[src/rtl/gshare_bpred_if.sv]
// Fetch/decode-side signal bundle for the gshare branch predictor.
// The core side is master and drives lookups and training. The predictor is slave.
interface gshare_bpred_if #(
  parameter int unsigned HIST_LEN = 8
);
  logic [31:0]         pcF;
  logic                lookupF;
  logic                BpredF;
  logic [HIST_LEN-1:0] ghr_snapF;
  logic                readyF;
  logic [31:0]         pcD;
  logic                BpredWriteD;
  logic                br_takenD;
  logic [HIST_LEN-1:0] ghr_snapD;
  logic                mispredictD;
  logic [31:0]         mispred_cnt;

  modport master (
    output pcF, lookupF, pcD, BpredWriteD, br_takenD, ghr_snapD, mispredictD,
    input  BpredF, ghr_snapF, readyF, mispred_cnt
  );

  modport slave (
    input  pcF, lookupF, pcD, BpredWriteD, br_takenD, ghr_snapD, mispredictD,
    output BpredF, ghr_snapF, readyF, mispred_cnt
  );
endinterface

[src/rtl/gshare_bpred.sv]
// Gshare / bimodal conditional branch predictor for the fetch stage.
// The table of saturating counters has no reset. After reset a sequential
// init walk sets every entry to weakly taken, so the table can map onto RAM.
module gshare_bpred #(
  parameter int unsigned INDEX_SIZE = 10,
  parameter int unsigned HIST_LEN   = 8,
  parameter int unsigned CTR_W      = 2,
  parameter int unsigned GSHARE     = 1
) (
  input logic           clk,
  input logic           reset,
  gshare_bpred_if.slave bp
);

  localparam int unsigned ENTRIES = 1 << INDEX_SIZE;

  localparam logic [0:0] ST_INIT = 1'b0;
  localparam logic [0:0] ST_RUN  = 1'b1;

  localparam logic [CTR_W-1:0]      CTR_WEAK = {1'b1, {(CTR_W-1){1'b0}}};
  localparam logic [CTR_W-1:0]      CTR_MAX  = '1;
  localparam logic [CTR_W-1:0]      CTR_ZERO = '0;
  localparam logic [CTR_W-1:0]      CTR_ONE  = CTR_W'(1);
  localparam logic [INDEX_SIZE-1:0] PTR_LAST = '1;
  localparam logic [INDEX_SIZE-1:0] PTR_ONE  = INDEX_SIZE'(1);

  logic [CTR_W-1:0]      r_table [ENTRIES];
  logic [0:0]            r_state;
  logic [INDEX_SIZE-1:0] r_init_ptr;
  logic [HIST_LEN-1:0]   r_ghr;
  logic [31:0]           r_mispred_cnt;

  logic                  w_run;
  logic                  w_mispred;
  logic                  w_bpred;
  logic [INDEX_SIZE-1:0] w_hist_f;
  logic [INDEX_SIZE-1:0] w_hist_d;
  logic [INDEX_SIZE-1:0] w_idx_f;
  logic [INDEX_SIZE-1:0] w_idx_d;
  logic [CTR_W-1:0]      w_ctr_f;
  logic [CTR_W-1:0]      w_ctr_d;
  logic [CTR_W-1:0]      w_ctr_upd;
  logic                  w_wr_en;
  logic [INDEX_SIZE-1:0] w_wr_idx;
  logic [CTR_W-1:0]      w_wr_data;
  logic [HIST_LEN-1:0]   w_ghr_repair;
  logic [HIST_LEN-1:0]   w_ghr_shift;
  logic [35-INDEX_SIZE:0] w_unused_pc;

  assign w_run     = (r_state == ST_RUN);
  assign w_mispred = bp.BpredWriteD & bp.mispredictD;

  // Only the word-aligned index bits of each PC feed the table.
  assign w_unused_pc = {bp.pcF[31:INDEX_SIZE+2], bp.pcF[1:0],
                        bp.pcD[31:INDEX_SIZE+2], bp.pcD[1:0]};

  // Index formation: PC word bits, optionally XORed with zero-extended history.
  always_comb begin
    w_hist_f = INDEX_SIZE'(r_ghr);
    w_hist_d = INDEX_SIZE'(bp.ghr_snapD);
    w_idx_f  = bp.pcF[INDEX_SIZE+1:2] ^ ((GSHARE != 0) ? w_hist_f : '0);
    w_idx_d  = bp.pcD[INDEX_SIZE+1:2] ^ ((GSHARE != 0) ? w_hist_d : '0);
  end

  // Zero-latency read for fetch and read-modify for training.
  always_comb begin
    w_ctr_f = r_table[w_idx_f];
    w_ctr_d = r_table[w_idx_d];
    w_bpred = w_run & w_ctr_f[CTR_W-1];
  end

  // Saturating counter update for the resolving branch.
  always_comb begin
    w_ctr_upd = w_ctr_d;
    if (bp.br_takenD) begin
      if (w_ctr_d != CTR_MAX) w_ctr_upd = w_ctr_d + CTR_ONE;
    end else begin
      if (w_ctr_d != CTR_ZERO) w_ctr_upd = w_ctr_d - CTR_ONE;
    end
  end

  // Single table write port: the init walk owns it until RUN, then training does.
  always_comb begin
    w_wr_en   = 1'b0;
    w_wr_idx  = r_init_ptr;
    w_wr_data = CTR_WEAK;
    if (!w_run) begin
      w_wr_en = 1'b1;
    end else if (bp.BpredWriteD) begin
      w_wr_en   = 1'b1;
      w_wr_idx  = w_idx_d;
      w_wr_data = w_ctr_upd;
    end
  end

  // Next-history candidates. A one-bit history degenerates to the newest outcome.
  if (HIST_LEN == 1) begin : g_hist1
    assign w_ghr_repair = bp.br_takenD;
    assign w_ghr_shift  = w_bpred;
  end else begin : g_histn
    assign w_ghr_repair = {bp.ghr_snapD[HIST_LEN-2:0], bp.br_takenD};
    assign w_ghr_shift  = {r_ghr[HIST_LEN-2:0], w_bpred};
  end

  // Counter table storage, no reset so it can be a RAM.
  always_ff @(posedge clk) begin
    if (w_wr_en) r_table[w_wr_idx] <= w_wr_data;
  end

  // Init walk sequencing: one entry per cycle, then switch to RUN.
  always_ff @(posedge clk or negedge reset) begin
    if (!reset) begin
      r_state    <= ST_INIT;
      r_init_ptr <= '0;
    end else if (r_state == ST_INIT) begin
      r_init_ptr <= r_init_ptr + PTR_ONE;
      if (r_init_ptr == PTR_LAST) r_state <= ST_RUN;
    end
  end

  // Speculative history: a mispredict repair overrides this cycle's fetch shift.
  always_ff @(posedge clk or negedge reset) begin
    if (!reset) begin
      r_ghr <= '0;
    end else if (w_run) begin
      if (w_mispred)       r_ghr <= w_ghr_repair;
      else if (bp.lookupF) r_ghr <= w_ghr_shift;
    end
  end

  // Mispredict counter, free-running wrap.
  always_ff @(posedge clk or negedge reset) begin
    if (!reset) begin
      r_mispred_cnt <= '0;
    end else if (w_run && w_mispred) begin
      r_mispred_cnt <= r_mispred_cnt + 32'd1;
    end
  end

  assign bp.BpredF      = w_bpred;
  assign bp.ghr_snapF   = r_ghr;
  assign bp.readyF      = w_run;
  assign bp.mispred_cnt = r_mispred_cnt;

endmodule

[src/flat_wrapper.sv]
// flat-port wrapper written by rule: the top's interface ports become plain ports
module gshare_bpred_flat 
#(
  parameter int unsigned INDEX_SIZE = 10,
  parameter int unsigned HIST_LEN   = 8,
  parameter int unsigned CTR_W      = 2,
  parameter int unsigned GSHARE     = 1
)
  (clk, reset, bp_pcF, bp_lookupF, bp_pcD, bp_BpredWriteD, bp_br_takenD, bp_ghr_snapD, bp_mispredictD, bp_BpredF, bp_ghr_snapF, bp_readyF, bp_mispred_cnt);
  gshare_bpred_if #(.HIST_LEN(HIST_LEN)) bp_i ();
  input logic clk;
  input logic reset;
  input wire logic [$bits(bp_i.pcF)-1:0] bp_pcF;
  input wire logic [$bits(bp_i.lookupF)-1:0] bp_lookupF;
  input wire logic [$bits(bp_i.pcD)-1:0] bp_pcD;
  input wire logic [$bits(bp_i.BpredWriteD)-1:0] bp_BpredWriteD;
  input wire logic [$bits(bp_i.br_takenD)-1:0] bp_br_takenD;
  input wire logic [$bits(bp_i.ghr_snapD)-1:0] bp_ghr_snapD;
  input wire logic [$bits(bp_i.mispredictD)-1:0] bp_mispredictD;
  output wire logic [$bits(bp_i.BpredF)-1:0] bp_BpredF;
  output wire logic [$bits(bp_i.ghr_snapF)-1:0] bp_ghr_snapF;
  output wire logic [$bits(bp_i.readyF)-1:0] bp_readyF;
  output wire logic [$bits(bp_i.mispred_cnt)-1:0] bp_mispred_cnt;
  assign bp_i.pcF = bp_pcF;
  assign bp_i.lookupF = bp_lookupF;
  assign bp_i.pcD = bp_pcD;
  assign bp_i.BpredWriteD = bp_BpredWriteD;
  assign bp_i.br_takenD = bp_br_takenD;
  assign bp_i.ghr_snapD = bp_ghr_snapD;
  assign bp_i.mispredictD = bp_mispredictD;
  assign bp_BpredF = bp_i.BpredF;
  assign bp_ghr_snapF = bp_i.ghr_snapF;
  assign bp_readyF = bp_i.readyF;
  assign bp_mispred_cnt = bp_i.mispred_cnt;
  gshare_bpred #(.INDEX_SIZE(INDEX_SIZE), .HIST_LEN(HIST_LEN), .CTR_W(CTR_W), .GSHARE(GSHARE)) u_core (.clk(clk), .reset(reset), .bp(bp_i));
endmodule
[config.mk]
export PLATFORM = sky130hd
export DESIGN_NAME = gshare_bpred_flat
export DESIGN_NICKNAME = d
export VERILOG_FILES = /design/src/rtl/gshare_bpred_if.sv /design/src/rtl/gshare_bpred.sv /design/src/flat_wrapper.sv
export SDC_FILE = /design/constraint.sdc
export NUM_CORES = 2
export LEC_CHECK = 0
export BUFFER_PORTS_ARGS = -buffer_cell sky130_fd_sc_hd__buf_2
export CAP_MARGIN = 25
export CORE_MARGIN = 3
export CORE_UTILIZATION = 35
export DETAILED_ROUTE_END_ITERATION = 8
export GPL_TIMING_DRIVEN = 1
export PLACE_DENSITY = 0.52
export SLEW_MARGIN = 25
export SYNTH_ARGS = -nofsm -noshare
export SYNTH_HDL_FRONTEND = slang
export SYNTH_SLANG_ARGS = --single-unit
[constraint.sdc]
create_clock -name clk -period 103.7 [get_ports clk]
set_input_delay 5.185 -clock clk [delete_from_list [all_inputs] [get_ports clk]]
set_output_delay 5.185 -clock clk [all_outputs]
set_load 0.01 [all_outputs]
==> results by group <==
Cells and area
  – Layout cells sized above 1: 25.8%
  – Commonest non-fill, non-tap cell in the layout: edfxtp_1
  – Most frequent cells in the layout: 2048 x edfxtp_1, 1110 x nor2_1, 791 x mux4_2
  – Total Nets Final: 5589
  – Syn-to-layout area delta: 12.6%

Pwr
  – Pwr Total: 0.00180 W
  – Clock power frac: 42.9%
  – Reg power frac: 50.9%
  – Sw power: 0.000418 W
  – Sw Share: 23.2%
  – Cell-internal power: 0.00138 W
  – Worst VDD drop: 0.0140 mV
  – Combinational Power Share: 6.1%
  – Power per cell area: 17.1 nW/um2
  – P_leak: 31.9 nW

CTS
  – Clock Path Buffers: 3
  – Hold Buf Count CTS: 0
  – Htree depth: 4
  – CTS tree: done
  – TritonCTS buffer count: 219
  – Clock root cell: clkbuf_16
  – Clk sink count: 2099
  – Worst-path clk slew: 0.06 ns
  – PostCTS Resize Cnt: 0
  – Post-CTS Repair Setup Buffers: 0
  – Skew-Pair Late Insertion Delay: 0.89 ns

GRT
  – GRT overflow: 0
  – Number of global-route vias before repair: 56100
  – Antenna violations before repair: 25
  – Aggregate global-route resource usage: 24.0%
  – First-pass GRT wire length: 457000 um
  – Largest net degree at the start of global routing: 248

Detailed routing
  – Via/cell ratio: 6.07
  – WL/cell: 36.0 um
  – Via count: 56000
  – DRC: 0
  – Antenna viol nets, final: 0
  – 1st-iter DRT viols: 7549
  – Detailed Route WL: 332000 um
  – First-pass iteration count of the detailed router: 6

Yosys
  – Share of flip-flops with an asynchronous set or reset: 2.43%
  – Distinct cells, synth: 67
  – Synth Area per Inst: 17.0 um2
  – Top cell type's share of synthesized area: 65.8%
  – Synth area leaders: edfxtp_1 66%, mux4_2 19%, nor2_1 4.5%, dfrtp_1 1.4%, nand2_1 1.2%
  – Dominant synthesized flop cell: edfxtp_1
  – Synth warn: 0
  – Number of flops mapped to enable cells by yosys: 2048
  – Register area share after synthesis: 67.2%
  – Yosys top cell by area: edfxtp_1
  – Post-Syn Area: 93400 um2
  – Post-Syn Nets: 5575
  – FF+latch count, synth: 2099
  – Post-Syn Instances: 5495

Timing
  – Final critical-path required period: 16.78 ns
  – Final setup vio count: 0
  – Clock Skew: 0.0672 ns
  – Max transition margin: 23.0%
  – Measured slew at the worst slew-check pin: 1.14 ns
  – Achievable frequency: 59.6 MHz
  – Final hold vios: 0
  – Slew Viols, Final: 0
  – Final period utilization: 16.2%
  – Accumulated negative setup slack: 0 ns
  – RSZ-0062 raised after global routing: no

Die
  – Die Span X: 523 um
  – Io pins: 120
  – Core Box Area: 265000 um2
  – Die area: 273000 um2
  – Initial core utilization: 35.2%
  – Core Rows: 189
  – Chip height: 523 um

Place
  – RePlAce Congestion: 0.854
  – PortBufs: 75
  – Final HPWL DP: 195000 um

Run
  – Maxcap violations: 0

Worst setup path
  – Setup slack, reg-to-reg: 96.54 ns
  – Kind of critical path: in2out
  – Type of destination of the critical path: primary output
  – Worst path required time: 98.51 ns
  – WP data arrival: 11.59 ns
  – Startpoint Class: input port
  – Max FO, Critical Path: 28

Worst hold path
  – Worst hold path class: reg2reg

Run status
  – Status: finished clean
per-layer routing:
layer | GRT usage, % | wire, um | vias up | part of all wire (%)
li1 | - | - | 22000 | -
met4 | 10.1 | 15800 | 12 | 4.7
met5 | 0 | 69 | - | 0.021
met2 | 38.8 | 159000 | 3085 | 48
met1 | 32.0 | 129000 | 30300 | 39
met3 | 4.64 | 29200 | 608 | 8.8
synthesized netlist by cell type (33+ instances only):
cell,count
dfrtp_1,51
buf_2,92
nor2_1,1118
a22oi_1,141
xnor2_1,42
mux2i_1,33
nand3_1,81
edfxtp_1,2048
o21ai_0,33
buf_4,64
mux4_2,791
clkbuf_1,260
nand2_1,289
o22ai_1,44
a21oi_1,57
nand4_1,42
flip-flops by register name (all words and copies together) (netlist names):
name                   cells
u_core.bp.ghr_snapF        8
u_core.r_table          2048
u_core.bp.mispred_cnt     32
u_core.bp.readyF           1
u_core.r_init_ptr         10
path summary, 6_finish.rpt:
| kind | cells after the start | end | startpoint |
|---|---|---|---|
| worst max register to register | 11 | u_core.bp.ghr_snapF[0] | u_core.bp.ghr_snapF[0] |
| min in group asynchronous | 2 | u_core.bp.mispred_cnt[14] | reset |
| max in group asynchronous | 2 | u_core.bp.mispred_cnt[6] | reset |
| worst max-delay path | 13 | bp_BpredF | bp_pcF[2] |
| worst min-delay path | 1 | u_core.bp.mispred_cnt[31] | u_core.bp.mispred_cnt[31] |
| worst min register to register | 1 | u_core.bp.mispred_cnt[31] | u_core.bp.mispred_cnt[31] |
cell type report:
cell class	count	area, um2
antenna	5	12.5
clock buffer	265	5810
clock inverter	140	1130
fill	24200	160000
inverter	5	18.8
multi-input combinational	2938	29200
sequential	2099	62800
tap	3533	4420
timing repair buffer	246	1870
power by group through the flow:
stage	Clock [W]	Combinational, W	Sequential [W]
floorplan	0	0.0000633	0.000934
detailed placement	0	0.000110	0.000934
CTS	0.000781	0.000110	0.000916
global placement	0	0.000110	0.000934
global route	0.000815	0.000113	0.000916
finish	0.000772	0.000111	0.000916
critical path, stage by stage:
cell and delay, ns:
buf_2 0.16, xor2_4 0.61, buf_4 0.76, buf_4 0.67, buf_4 0.58, mux4_2 0.60
mux4_2 0.62, nand4_1 0.15, nor4bb_1 0.97, a2111oi_1 0.27, nor3b_2 0.61, inv_1 0.10
buf_2 0.16
metrics by stage:
stage                     std cells  cell area, um2  setup WS (ns)  hold WS [ns]  utilization [%]
after CTS                      9224          105000          86.92         0.486             39.6
final                          9231          105000          86.92         0.475             39.7
after global routing           9228          105000          86.74         0.497             39.7
after detailed placement       8819           98200          86.93         0.478             37.0
after global placement         8818           98100          86.48         0.458             37.0
after floorplan                5495           93400          48.59         0.459                -
logic make-up after synthesis:
kind of cell             Yosys count  synth area share, %
AO/OA/AOI/OAI                    420                 3.15
XOR/XNOR                          70                0.672
adder cells (fa/ha/maj)            2               0.0268
buffers and inverters            458                 2.47
flip-flops                      2099                 67.2
multiplexers                     832                 19.5
AND/OR/NAND/NOR                 1614                 6.97
(Power assumes the default switching activity.)
